$ cat src/rtl/typing_tracker.sv
// typing_tracker: per-player typing engine. Keeps the typed buffer and cursor,
// compares it against the fetched target word and tracks race statistics.
module typing_tracker #(
    parameter int MAX_LEN  = 25,
    parameter int CHAR_W   = 5,
    parameter int CNT_W    = 7,
    parameter int TIME_W   = 15,
    parameter int TICK_DIV = 1000000,
    parameter int TPS      = 100,
    parameter int CUR_W    = $clog2(MAX_LEN + 1)
) (
    input  logic                      clk,
    input  logic                      rst,
    input  logic [1:0]                state,
    input  logic [1:0]                mode,
    input  logic [CNT_W-1:0]          target,
    input  logic                      key_stb,
    input  logic [4:0]                key_code,
    input  logic [MAX_LEN*CHAR_W-1:0] word,
    input  logic [CUR_W-1:0]          word_len,
    output logic                      word_req,
    input  logic                      word_ack,
    output logic [MAX_LEN*CHAR_W-1:0] typed,
    output logic [CUR_W-1:0]          cursor,
    output logic [CUR_W-1:0]          match,
    output logic [CNT_W-1:0]          words_done,
    output logic [15:0]               keystrokes,
    output logic [15:0]               errors,
    output logic [TIME_W-1:0]         elapsed,
    output logic [TIME_W-1:0]         remaining,
    output logic                      finish
);
    localparam int         PRE_W     = (TICK_DIV > 1) ? $clog2(TICK_DIV) : 1;
    localparam logic [1:0] GS_INGAME = 2'd2;
    localparam logic [4:0] KEY_BS    = 5'd27;
    localparam logic [4:0] KEY_SP    = 5'd28;

    typedef enum logic [1:0] {S_IDLE, S_FETCH, S_TYPE, S_DONE} fsm_t;
    fsm_t fsm;

    logic [CHAR_W-1:0] chars_q [MAX_LEN];
    logic [CHAR_W-1:0] word_q  [MAX_LEN];
    logic [CUR_W-1:0]  len_q;
    logic [PRE_W-1:0]  pre_q;

    logic              tick, limit_hit, count_hit, time_sat, end_cond, is_letter;
    logic [CHAR_W-1:0] key_char;

    assign tick      = (pre_q == PRE_W'(TICK_DIV - 1));
    assign limit_hit = (remaining == '0);
    assign count_hit = (words_done >= target);
    assign time_sat  = &elapsed;
    assign is_letter = (key_code >= 5'd1) && (key_code <= 5'd26);
    assign key_char  = CHAR_W'(key_code);

    always_comb begin
        for (int i = 0; i < MAX_LEN; i++) typed[i*CHAR_W +: CHAR_W] = chars_q[i];
    end

    // Leading-equal prefix of the typed buffer against the latched word.
    always_comb begin
        logic run;
        // NOTE: every combinational output gets a default first so no latch is inferred.
        match = '0;
        run   = 1'b1;
        for (int i = 0; i < MAX_LEN; i++) begin
            if (run && (i < int'(cursor)) && (chars_q[i] == word_q[i])) match = match + 1'b1;
            else run = 1'b0;
        end
    end

    always_comb begin
        case (mode)
            2'd0:    end_cond = limit_hit;
            2'd1:    end_cond = count_hit;
            2'd2:    end_cond = limit_hit | count_hit;
            default: end_cond = 1'b0;
        endcase
        end_cond = end_cond | time_sat;
    end

    always_ff @(posedge clk or negedge rst) begin
        if (!rst) begin
            fsm        <= S_IDLE;
            word_req   <= 1'b0;
            cursor     <= '0;
            len_q      <= '0;
            pre_q      <= '0;
            words_done <= '0;
            keystrokes <= '0;
            errors     <= '0;
            elapsed    <= '0;
            remaining  <= '0;
            finish     <= 1'b0;
            // NOTE: the character arrays are small flop banks, so they reset with the rest of the state.
            for (int i = 0; i < MAX_LEN; i++) begin
                chars_q[i] <= '0;
                word_q[i]  <= '0;
            end
        end else if (state != GS_INGAME || fsm == S_IDLE) begin
            if (state == GS_INGAME) fsm <= S_FETCH;
            else                    fsm <= S_IDLE;
            word_req   <= (state == GS_INGAME);
            cursor     <= '0;
            len_q      <= '0;
            pre_q      <= '0;
            words_done <= '0;
            keystrokes <= '0;
            errors     <= '0;
            elapsed    <= '0;
            finish     <= 1'b0;
            remaining  <= TIME_W'(32'(target) * TPS);
            for (int i = 0; i < MAX_LEN; i++) begin
                chars_q[i] <= '0;
                word_q[i]  <= '0;
            end
        end else if (fsm != S_DONE) begin
            if (tick) begin
                pre_q <= '0;
                if (!time_sat)  elapsed   <= elapsed + 1'b1;
                if (!limit_hit) remaining <= remaining - 1'b1;
            end else begin
                pre_q <= pre_q + 1'b1;
            end

            if (fsm == S_FETCH) begin
                if (word_ack && !end_cond) begin
                    for (int i = 0; i < MAX_LEN; i++) word_q[i] <= word[i*CHAR_W +: CHAR_W];
                    len_q    <= word_len;
                    word_req <= 1'b0;
                    fsm      <= S_TYPE;
                end
            end else if (key_stb) begin
                if (is_letter) begin
                    if (!(&keystrokes)) keystrokes <= keystrokes + 16'd1;
                    if (cursor < CUR_W'(MAX_LEN)) begin
                        chars_q[cursor] <= key_char;
                        cursor          <= cursor + 1'b1;
                        if ((cursor >= len_q || key_char != word_q[cursor]) && !(&errors))
                            errors <= errors + 16'd1;
                    end else if (!(&errors)) begin
                        errors <= errors + 16'd1;
                    end
                end else if (key_code == KEY_BS && cursor != '0) begin
                    chars_q[cursor - 1'b1] <= '0;
                    cursor                 <= cursor - 1'b1;
                    if (!(&keystrokes)) keystrokes <= keystrokes + 16'd1;
                end else if (key_code == KEY_SP && cursor != '0) begin
                    if (cursor == len_q && match == len_q) begin
                        if (!(&words_done)) words_done <= words_done + 1'b1;
                    end else if (!(&errors)) begin
                        errors <= errors + 16'd1;
                    end
                    for (int i = 0; i < MAX_LEN; i++) chars_q[i] <= '0;
                    cursor   <= '0;
                    word_req <= 1'b1;
                    fsm      <= S_FETCH;
                end
            end

            // NOTE: last non-blocking assignment wins, so the end transition overrides a pending fetch.
            if (end_cond) begin
                fsm      <= S_DONE;
                word_req <= 1'b0;
                finish   <= 1'b1;
            end
        end
    end
endmodule

$ cat config.mk
export PLATFORM = sky130hd
export DESIGN_NAME = typing_tracker
export DESIGN_NICKNAME = d
export VERILOG_FILES = /design/src/rtl/typing_tracker.sv
export SDC_FILE = /design/constraint.sdc
export NUM_CORES = 1
export LEC_CHECK = 0
export BUFFER_PORTS_ARGS = -buffer_cell sky130_fd_sc_hd__buf_2
export CAP_MARGIN = 20
export CELL_PAD_IN_SITES_DETAIL_PLACEMENT = 0
export CELL_PAD_IN_SITES_GLOBAL_PLACEMENT = 1
export CORE_MARGIN = 4
export CORE_UTILIZATION = 39
export CTS_CLUSTER_SIZE = 24
export DETAILED_ROUTE_END_ITERATION = 12
export HOLD_SLACK_MARGIN = 0.06
export PLACE_DENSITY = 0.79
export SLEW_MARGIN = 25
export SYNTH_ARGS = -nofsm -noshare
export SYNTH_HDL_FRONTEND = slang
export SYNTH_SLANG_ARGS = --single-unit
$ cat constraint.sdc
create_clock -name clk -period 18.88 [get_ports clk]
set_input_delay 0.944 -clock clk [delete_from_list [all_inputs] [get_ports clk]]
set_output_delay 0.944 -clock clk [all_outputs]
set_load 0.05 [all_outputs]
==> results of run 1 <==
-- per-layer routing --
metal	wire length [um]	vias up	share of wire
li1	-	9630	-
met1	35200	10400	0.41
met2	40200	758	0.47
met3	6380	154	0.075
met4	3030	12	0.036
met5	82	-	0.00097
-- how the worst max path moves through the flow --
stage / depth (start not counted) / end / slack (ps)
2_1_floorplan: 92 / match[4] / 220
3_3_place_gp: 92 / errors[1]$_DFFE_PN0P_ / 440
3_5_place_dp: 93 / errors[1]$_DFFE_PN0P_ / -220
4_1_cts: 90 / match[4] / 60
5_1_grt: 91 / match[4] / -200
6_report: 91 / match[4] / 640
-- flip-flops by register name, indices dropped and copies added, names as in the netlist, 7 cells and up --
name / cells
remaining: 15
typed: 125
errors: 16
pre_q: 20
elapsed: 15
words_done: 7
keystrokes: 16
word_q: 125
-- through the flow --
stage / cell area, um2 / power (uW)
after detailed placement: 25100 / 1050
after global routing: 26900 / 1920
after CTS: 26600 / 1850
after floorplan: 22600 / 952
after global placement: 25100 / 1050
final: 26900 / 1850
-- cell families (layout without fill, tap and decap cells) --
family / after synthesis / in the layout / synth area share
AOI/OAI and AO/OA: 603 / 603 / 0.176
xor gates and xnor gates: 254 / 254 / 0.108
adders and majority gates: 75 / 75 / 0.0422
buffers and inverters: 184 / 528 / 0.0319
DFF: 353 / 353 / 0.391
muxes: 67 / 67 / 0.0468
other: 0 / 7 / 0
and+or+nand+nor: 977 / 977 / 0.204
-- repair_timing --
| item | in CTS | in global routing |
|---|---|---|
| hold buffers | 0 | 0 |
| resized for setup | 12 | 32 |
| setup endpoints to repair | 25 | 27 |
| pin swaps | 4 | 23 |
| setup buffers | 2 | 14 |
-- cell usage after synthesis, drive strengths merged (4+ instances only) --
library cell | count | area, um2
nand2 | 407 | 1530
dfrtp | 353 | 8830
o21ai | 213 | 1070
nor2 | 187 | 709
xnor2 | 138 | 1220
a22o | 132 | 1160
clkbuf | 109 | 409
a21oi | 108 | 541
xor2 | 101 | 892
nand3 | 87 | 435
ha | 73 | 913
inv | 52 | 195
nor3 | 49 | 267
or3 | 39 | 244
and3 | 38 | 238
nand4 | 34 | 213
mux4 | 30 | 676
and2 | 28 | 175
mux2i | 28 | 280
nor4 | 28 | 213
a31oi | 24 | 150
buf | 23 | 118
nand2b | 19 | 119
o211ai | 18 | 175
xnor3 | 15 | 340
nor2b | 14 | 87.6
and4 | 13 | 114
a211oi | 12 | 90.1
a21o | 11 | 82.6
o22ai | 11 | 68.8
or2 | 10 | 62.6
mux2 | 9 | 101
o31ai | 9 | 67.6
o21a | 6 | 45.0
a22oi | 5 | 37.5
a41oi | 5 | 43.8
nor3b | 5 | 37.5
o21bai | 5 | 41.3
o32ai | 5 | 43.8
or4 | 5 | 37.5
a21boi | 4 | 30.0
o211a | 4 | 40.0
-- where the power goes --
group / internal, uW / switching (uW)
Combinational: 84.2 / 175
Clock: 470 / 327
Sequential: 771 / 19.7
-- worst max-delay path: cells and delay by family, from the launching register on --
kind / cells / cell delay [ps]
AOI/OAI and AO/OA: 20 / 3890
muxes: 7 / 1540
adders and majority gates: 21 / 5920
and+or+nand+nor: 33 / 3560
buffers and inverters: 7 / 610
xor gates and xnor gates: 3 / 740
DFF: 1 / 400
-- cell type report --
type                            count  area [um2]  area share
Antenna cell                        7        17.5    0.000652
Clock buffer                       64        1210      0.0451
Clock inverter                      9         138     0.00512
Inverter                           52         200     0.00745
Multi-Input combinational cell   1976       13300       0.496
Sequential cell                   353        8840       0.329
Tap cell                          756         946      0.0352
Timing Repair Buffer              403        2200      0.0819
==> reports/results.tsv, run 1 <==
stage	metric	value	unit
timing	pins over their slew limit	0	
outcome	status	finished clean	
routing	residual DRC count	0	
timing	count of final setup violators	0	
synthesis	number of enable flip-flop cells after synthesis	0	
setup_path	slowest stage delay, CP	400	ps
layout	layout cells sized above 1	0.203	
global_routing	GR Util met2	0.438	
setup_path	Crit Path Class	reg2out	
synthesis	Netlist cell types	91	
floorplan	die area	61900	um2
timing	worst hold margin	304	ps
synthesis	asr flop ratio synth	1.00	
place	placed cell count	3524	
power	power per cell area	68.7	nW/um2
setup_path	Critical Path AT	17300	ps
timing	Max Clock Skew	20.7	ps
routing	Vias	20900	
synthesis	syn avg cell area	9.00	um2
cts	H-Tree Depth	2	
worst_hold_path	Hold WC Path Type	in2async	
synthesis	synthesis warning total	0	
layout	nets@finish	3051	
global_routing	busiest grt layer	met2	
setup_path	Critical-path top delay cell	dfrtp_1	
setup_path	Crit Path Max Fanout	8	
routing	Antenna Violating Nets Remaining	0	
setup_path	CP Launch Type	register	
place	HPWL after detailed placement	64500	um
layout	Final Non-Filler Cells	3620	
setup_path	R2R setup slack	1030	ps
floorplan	die width	249	um
floorplan	cell row count	87	
setup_path	Crit. End Element	output port	
cts	# clock sinks	353	
setup_path	worst r2r path cells	92	
routing	Vias/cell	5.78	
power	Pleak	0.0125	uW
synthesis	Synth Instances	2513	
synthesis	Syn Std Cell Area	22600	um2
timing	final critical-path share of the clock period	0.966	
place	RD Place Congestion	0.964	
layout	commonest non-fill, non-tap cell in the layout	nand2_1	
timing	crit path time final	18240	ps
place	IO buf count	355	
setup_path	Critical Path RT	17940	ps
synthesis	Post-synth top flop	dfrtp_1	
routing	Routed wire per std cell	23.4	um
layout	final design utilization	0.472	
global_routing	grt ovf	0	
cts	total CTS buffers	40	
floorplan	Core ar.	56900	um2
timing	final worst setup slack	637	ps
setup_path	Worst Setup SP	cursor[1]$_DFFE_PN0P_	
cts	Reg clk slew, reported paths	60	ps
timing	worst rel slew slack	0.222	
place	pre-CTS WS	-224	ps
synthesis	Synthesized Nets	2738	
cts	TritonCTS clock tree	yes	
timing	Worst Max-Slew Pin Slew	1160	ps
layout	commonest non-fill, non-tap cells in the layout	nand2_1, dfrtp_1, buf_2, o21ai_0, nor2_1	
power	VDD IR max	0.0627	mV
global_routing	gr usage total	0.263	
cts	CTS root buf	clkbuf_16	
setup_path	worst r2r src	cursor[1]$_DFFE_PN0P_	
global_routing	GR Layer Usage met3	0.0609	
routing	WL final	84900	um
global_routing	initial antenna violation count	14	
layout	Layout fillers	5456	
timing	Final Hold Fails	0	
floorplan	Initial Util	0.397	
floorplan	Ports	356	
global_routing	largest net degree at the start of global routing	110	
cts	CTS max path bufs	3	
cts	worst skew pair latency	580	ps
job	max-capacitance violation count	0	
global_routing	vias in the first global route	20700	
setup_path	worst reg2reg endpoint	errors[1]$_DFFE_PN0P_	
routing	First-pass DRT Iterations	8	
synthesis	Seq cells post-synth	353	
floorplan	Die Y	249	um
timing	f_max	54.8	MHz
setup_path	Worst path most repeated cell	ha_1	
synthesis	register area share after synthesis	0.391	
global_routing	GRT met1 Usage	0.342	
routing	Detailed Route Iter0 Violations	1622	
layout	Area growth syn-to-layout	18.9	%
global_routing	first-pass GRT wire length	129000	um
timing	final setup TNS	0	ps
No activity file was read; power rests on OpenSTA's default activity.
==> inputs of run 2 (changes only) <==
--- a/config.mk
+++ b/config.mk
@@ -5,16 +5,17 @@
 export SDC_FILE = /design/constraint.sdc
 export NUM_CORES = 1
 export LEC_CHECK = 0
+export ABC_AREA = 1
 export BUFFER_PORTS_ARGS = -buffer_cell sky130_fd_sc_hd__buf_2
 export CAP_MARGIN = 20
 export CELL_PAD_IN_SITES_DETAIL_PLACEMENT = 0
 export CELL_PAD_IN_SITES_GLOBAL_PLACEMENT = 1
 export CORE_MARGIN = 4
-export CORE_UTILIZATION = 39
+export CORE_UTILIZATION = 38
 export CTS_CLUSTER_SIZE = 24
 export DETAILED_ROUTE_END_ITERATION = 12
 export HOLD_SLACK_MARGIN = 0.06
-export PLACE_DENSITY = 0.79
+export PLACE_DENSITY = 0.81
 export SLEW_MARGIN = 25
 export SYNTH_ARGS = -nofsm -noshare
 export SYNTH_HDL_FRONTEND = slang
==> run 2 against run 1 <==
  * Sequential cell count is the same
  * Sequential share of layout area barely moved
  * Cell count grew 18%
  * First-iteration DRC count rose by 22%
  * Utilization down 2.0 points
  * Design area hardly changed
  * Maximum frequency rose by 7.2%
  * Total power grew 14%
  * Routed wire length is 5.1% higher
==> reports/results.tsv, run 2 <==
stage	metric	value	unit	change
routing	Vias/cell	5.41		-6.4%
synthesis	Post-synth top cells	nand2_1, inv_1, dfrtp_1		
timing	count of final setup violators	0		unchanged
synthesis	asr flop ratio synth	1.00		unchanged
setup_path	Buf+Inv Stages, Crit Path	19		+12
outcome	status	finished clean		
cts	CTS root buf	clkbuf_16		
place	HPWL after detailed placement	65400	um	+1.4%
setup_path	Crit. End Element	output port		
routing	Detailed Route Iter0 Violations	1975		+22%
floorplan	die area	64200	um2	+3.8%
synthesis	Yosys top cell area share	0.386		-0.00491
layout	final design utilization	0.452		-0.0197
setup_path	Critical Path RT	17940	ps	about the same
layout	nets@finish	3697		+21%
global_routing	grt ovf	0		unchanged
floorplan	cell row count	89		+2.3%
power	power per cell area	78.4	nW/um2	+14%
place	RD Place Congestion	0.932		-3.3%
place	IO buf count	355		unchanged
setup_path	Critical Path AT	16070	ps	-1230 ps
worst_hold_path	Hold WC Path Type	in2async		
global_routing	vias in the first global route	21900		+5.8%
layout	Final Instance Area	26800	um2	about the same
floorplan	Initial Util	0.386		-0.0114
setup_path	Worst path most repeated cell	nand2_1		
global_routing	initial antenna violation count	24		+10
synthesis	Synth Instances	3159		+26%
cts	Post-CTS Resized	0		-12
synthesis	Synthesized Nets	3384		+24%
place	placed instance area	25500	um2	+1.3%
power	Pleak	0.0132	uW	+5.4%
routing	Vias	23100		+11%
setup_path	R2R setup slack	2480	ps	+1450 ps
timing	Max Clock Skew	21.3	ps	+0.626 ps
floorplan	Ports	356		unchanged
synthesis	Post-synth top flop	dfrtp_1		
timing	worst rel slew slack	0.270		+0.0484
routing	Antenna Violating Nets Remaining	0		unchanged
floorplan	Die Y	253	um	+1.9%
floorplan	die width	253	um	+1.9%
synthesis	Netlist cell types	67		-26%
routing	WL final	89200	um	+5.1%
synthesis	dominant cell by count in the synthesized netlist	nand2_1		
synthesis	syn avg cell area	7.25	um2	-19%
synthesis	Yosys top cell by area	dfrtp_1		
cts	post-CTS setup buffers	0		-2
routing	First-pass DRT Iterations	6		-2
cts	worst skew pair latency	580	ps	about the same
synthesis	register area share after synthesis	0.386		-0.00491
cts	# clock sinks	353		unchanged
timing	pins over their slew limit	0		unchanged
layout	Area growth syn-to-layout	17.2	%	
setup_path	worst r2r src	cursor[0]$_DFFE_PN0P_		
timing	RSZ-0062 raised after global routing	no		
setup_path	worst r2r path cells	103		+12%
timing	crit path time final	17020	ps	-1230 ps
cts	CTS max path bufs	3		unchanged
timing	f_max	58.8	MHz	+7.2%
cts	Post-CTS Hold Fix Bufs	0		unchanged
synthesis	number of enable flip-flop cells after synthesis	0		unchanged
setup_path	CP top delay family	simple AND/OR/NAND/NOR gates		
cts	TritonCTS clock tree	yes		
timing	final critical-path share of the clock period	0.901		-0.0650
layout	commonest non-fill, non-tap cell in the layout	nand2_1		
routing	residual DRC count	0		unchanged
cts	total CTS buffers	42		+5.0%
layout	commonest non-fill, non-tap cells in the layout	nand2_1, inv_1, buf_2, dfrtp_1, nand3_1		
setup_path	worst reg2reg endpoint	words_done[5]$_DFFE_PN0P_		
routing	Routed wire per std cell	20.9	um	-11%
synthesis	Synth area leaders	dfrtp_1, nand2_1, inv_1		
cts	H-Tree Depth	2		unchanged
synthesis	synthesis warning total	0		unchanged
global_routing	gr usage total	0.271		+0.00780
global_routing	first-pass GRT wire length	134000	um	+4.4%
setup_path	slowest stage delay, CP	740	ps	+340 ps
timing	Worst Max-Slew Pin Slew	1090	ps	-62.0 ps
setup_path	CP Launch Type	register		
floorplan	Core ar.	59400	um2	+4.3%
synthesis	Syn Std Cell Area	22900	um2	+1.3%
timing	final setup TNS	0	ps	unchanged
setup_path	Crit Path Max Fanout	68		+60
job	max-capacitance violation count	0		unchanged
setup_path	Critical-path top delay cell	dfrtp_4		
cts	Reg clk slew, reported paths	60	ps	about the same
synthesis	Seq cells post-synth	353		unchanged
layout	layout cells sized above 1	0.165		-0.0377
timing	Final Hold Fails	0		unchanged
setup_path	Crit Path Class	reg2out		
power	VDD IR max	0.0594	mV	-5.2%
global_routing	largest net degree at the start of global routing	99		-10%
-- run 2: cell type report --
class                      instances  area [um2]
sequential                       353        8840
multi-input combinational       2160       11700
tap                              773         967
timing repair buffer             383        2000
inverter                         532        2010
antenna                            8        20.0
clock inverter                    10         115
clock buffer                      59        1230
fill                            6225       32500
-- run 2: kinds of logic (layout without fill, tap and decap cells) --
logic type | after synthesis | in the layout | share of synthesized area
AND/OR/NAND/NOR | 1361 | 1361 | 0.268
AO/OA/AOI/OAI | 662 | 662 | 0.173
buffers and inverters | 646 | 984 | 0.107
flip-flops | 353 | 353 | 0.386
adder cells (fa/ha/maj) | 75 | 75 | 0.0416
XOR/XNOR | 61 | 61 | 0.0233
multiplexers | 1 | 1 | 0.000437
other | 0 | 8 | 0
-- run 2: how the worst max path moves through the flow --
stage,slack [ps],startpoint,endpoint,depth (start not counted)
2_1_floorplan,3470,cursor[1]$_DFFE_PN0P_,errors[2]$_DFFE_PN0P_,101
3_3_place_gp,2860,cursor[0]$_DFFE_PN0P_,match[4],98
3_5_place_dp,2550,cursor[0]$_DFFE_PN0P_,match[4],98
4_1_cts,1930,cursor[0]$_DFFE_PN0P_,match[4],98
5_1_grt,540,cursor[0]$_DFFE_PN0P_,match[4],98
6_report,1860,cursor[0]$_DFFE_PN0P_,match[4],98
-- run 2: through the flow --
step                worst slack (ps)  power, uW  instances  hold WS [ps]
floorplan                       3470       1110       3159           475
global placement                2860       1290       4201           472
detailed placement              2550       1290       4201           480
CTS                             1930       2110       4270           382
global route                     540       2200       4273           395
finish                          1860       2100       4278           336
-- run 2: power by group --
group | internal, uW | total [uW] | switching [uW]
Combinational | 126 | 488 | 362
Clock | 480 | 817 | 337
Sequential | 775 | 800 | 25.0
-- run 2: per-layer routing --
| metal | vias to the layer above | track usage | routed length [um] |
|---|---|---|---|
| li1 | 11100 | - | - |
| met1 | 10900 | 0.363 | 37800 |
| met2 | 846 | 0.430 | 40000 |
| met5 | - | 0 | 189 |
| met4 | 30 | 0.0939 | 3350 |
| met3 | 202 | 0.0682 | 7880 |
==> inputs of run 3 (changes only) <==
--- a/config.mk
+++ b/config.mk
@@ -14,6 +14,7 @@
 export CORE_UTILIZATION = 38
 export CTS_CLUSTER_SIZE = 24
 export DETAILED_ROUTE_END_ITERATION = 12
+export GPL_TIMING_DRIVEN = 0
 export HOLD_SLACK_MARGIN = 0.06
 export PLACE_DENSITY = 0.81
 export SLEW_MARGIN = 25
==> run 3 against run 2 <==
  * Clock-buffer cell count up 2
  * Highest routed layer unchanged
  * Routed wire length up 11%
  * Non-clock buffer count up 85
  * Utilization up 0.81 points
  * Die area unchanged
  * Sequential cell count unchanged
==> reports/results.tsv, run 3 (synthesized netlist as in run 2, its figures left out) <==
stage	metric	value	unit	change
cts	worst skew pair latency	590	ps	about the same
layout	Layout fillers	6191		-0.55%
power	Pleak	0.0134	uW	+1.2%
power	VDD IR max	0.0592	mV	-0.32%
global_routing	first-pass GRT wire length	146000	um	+8.5%
setup_path	Critical Path RT	17940	ps	about the same
floorplan	Core ar.	59400	um2	unchanged
worst_hold_path	Hold WC Path Type	in2async		
timing	final setup TNS	0	ps	unchanged
routing	WL final	99000	um	+11%
setup_path	slowest stage delay, CP	570	ps	-170 ps
floorplan	Ports	356		unchanged
layout	register area	8830	um2	about the same
routing	Vias/cell	5.45		+0.76%
timing	count of final setup violators	0		unchanged
timing	Max Clock Skew	19.6	ps	-1.77 ps
routing	Detailed Route Iter0 Violations	2087		+5.7%
cts	CTS root buf	clkbuf_16		
setup_path	Worst path most repeated cell	nand2_1		
cts	TritonCTS clock tree	yes		
cts	Reg clk slew, reported paths	60	ps	about the same
routing	First-pass DRT Iterations	6		unchanged
timing	Worst Max-Slew Pin Slew	1170	ps	+80.0 ps
setup_path	Crit Path Max Fanout	10		-85%
job	max-capacitance violation count	0		unchanged
floorplan	cell row count	89		unchanged
timing	RSZ-0062 raised after global routing	no		
floorplan	Die Y	253	um	unchanged
layout	final design utilization	0.460		+0.00810
global_routing	gr usage total	0.302		+0.0306
timing	pins over their slew limit	0		unchanged
cts	H-Tree Depth	2		unchanged
cts	total CTS buffers	44		+4.8%
routing	residual DRC count	0		unchanged
global_routing	largest net degree at the start of global routing	89		-10%
place	IO buf count	351		-1.1%
layout	Area growth syn-to-layout	19.3	%	
layout	nets@finish	3784		+2.4%
floorplan	die width	253	um	unchanged
floorplan	Initial Util	0.386		unchanged
setup_path	Crit Path Class	reg2out		
setup_path	Critical Path AT	16650	ps	+580 ps
cts	post-CTS setup buffers	0		unchanged
layout	commonest non-fill, non-tap cell in the layout	nand2_1		
floorplan	die area	64200	um2	unchanged
timing	f_max	56.8	MHz	-3.3%
timing	crit path time final	17590	ps	+576 ps
cts	CTS max path bufs	3		unchanged
power	power per cell area	81.5	nW/um2	+4.0%
layout	layout cells sized above 1	0.157		-0.00795
timing	worst rel slew slack	0.217		-0.0533
layout	Multi-input gate area	11600	um2	-0.27%
setup_path	worst r2r src	cursor[1]$_DFFE_PN0P_		
global_routing	vias in the first global route	22800		+4.0%
outcome	status	finished clean		
place	HPWL after detailed placement	76100	um	+17%
layout	commonest non-fill, non-tap cells in the layout	nand2_1, inv_1, buf_2, dfrtp_1, nand3_1		
setup_path	Worst Setup SP	cursor[1]$_DFFE_PN0P_		
routing	Antenna Violating Nets Remaining	0		unchanged
routing	Vias	23800		+3.0%
global_routing	grt ovf	0		unchanged
routing	Routed wire per std cell	22.6	um	+8.5%
timing	final critical-path share of the clock period	0.932		+0.0305
setup_path	Crit. End Element	output port		
global_routing	initial antenna violation count	22		-8.3%
place	RD Place Congestion	0.989		+6.1%
setup_path	Critical-path top delay cell	dfrtp_2		
timing	Final Hold Fails	0		unchanged
cts	# clock sinks	353		unchanged
setup_path	CP Launch Type	register		
[run 3: changes by cell type in the layout (fill, tap and decap cells not counted), sizes merged, moves of 2 or more]
cell / previous run / this run
clkinvlp: 0 / 2
clkbuf: 59 / 153
buf: 383 / 376
bufinv: 2 / 5
[run 3: worst max-delay path, delay by kind of cell (launching register included)]
kind,cells,cell delay (ps)
AND/OR/NAND/NOR,56,7010
adder cells (fa/ha/maj),23,6570
buffers and inverters,20,1900
flip-flops,1,570
[run 3: what timing repair did]
| action | CTS | global route |
|---|---|---|
| hold buffers | 0 | 0 |
| resized for setup | 0 | 2 |
| endpoints found under the setup margin | 0 | 3 |
[run 3: power by group]
part	internal (uW)	leakage [uW]	switching, uW
clock	551	0.000758	358
combinational	129	0.00773	389
sequential	775	0.00488	25.3
total	1460	0.0134	772
[run 3: layer usage]
layer / share of wire / GRT usage
met1: 0.40 / 0.384
met2: 0.45 / 0.486
met3: 0.097 / 0.0872
met4: 0.045 / 0.120
met5: 0.0017 / 0
[run 3: cell type report]
class / instances / area share
Multi-Input combinational cell: 2160 / 0.425
Sequential cell: 353 / 0.323
Inverter: 532 / 0.0735
Timing Repair Buffer: 355 / 0.0687
Clock buffer: 61 / 0.0479
Tap cell: 773 / 0.0354
Buffer: 113 / 0.0164
Clock inverter: 17 / 0.00843
Antenna cell: 9 / 0.000824
[run 3: worst paths after layout]
| kind | slack [ps] | end | cells past startpoint |
|---|---|---|---|
| setup / recovery | 1290 | match[4] | 99 |
| hold / removal | 210 | errors[3]$_DFFE_PN0P_ | 1 |
| setup reg to reg | 2010 | errors[10]$_DFFE_PN0P_ | 104 |
| hold reg to reg | 500 | word_req$_DFFE_PN0P_ | 2 |
| max in group asynchronous | 17460 | cursor[1]$_DFFE_PN0P_ | 3 |
| min in group clk | 500 | word_req$_DFFE_PN0P_ | 2 |
[run 3: per-stage QoR]
stage | setup slack, ps | cell area, um2 | hold slack (ps) | std cells | power (uW)
floorplan | 3470 | 22900 | 475 | 3159 | 1110
global placement | 1850 | 25600 | 486 | 4283 | 1310
detailed placement | 1650 | 25800 | 486 | 4287 | 1320
CTS | 992 | 27300 | 187 | 4365 | 2220
global route | 49.3 | 27300 | 210 | 4368 | 2310
finish | 1290 | 27300 | 208 | 4373 | 2230
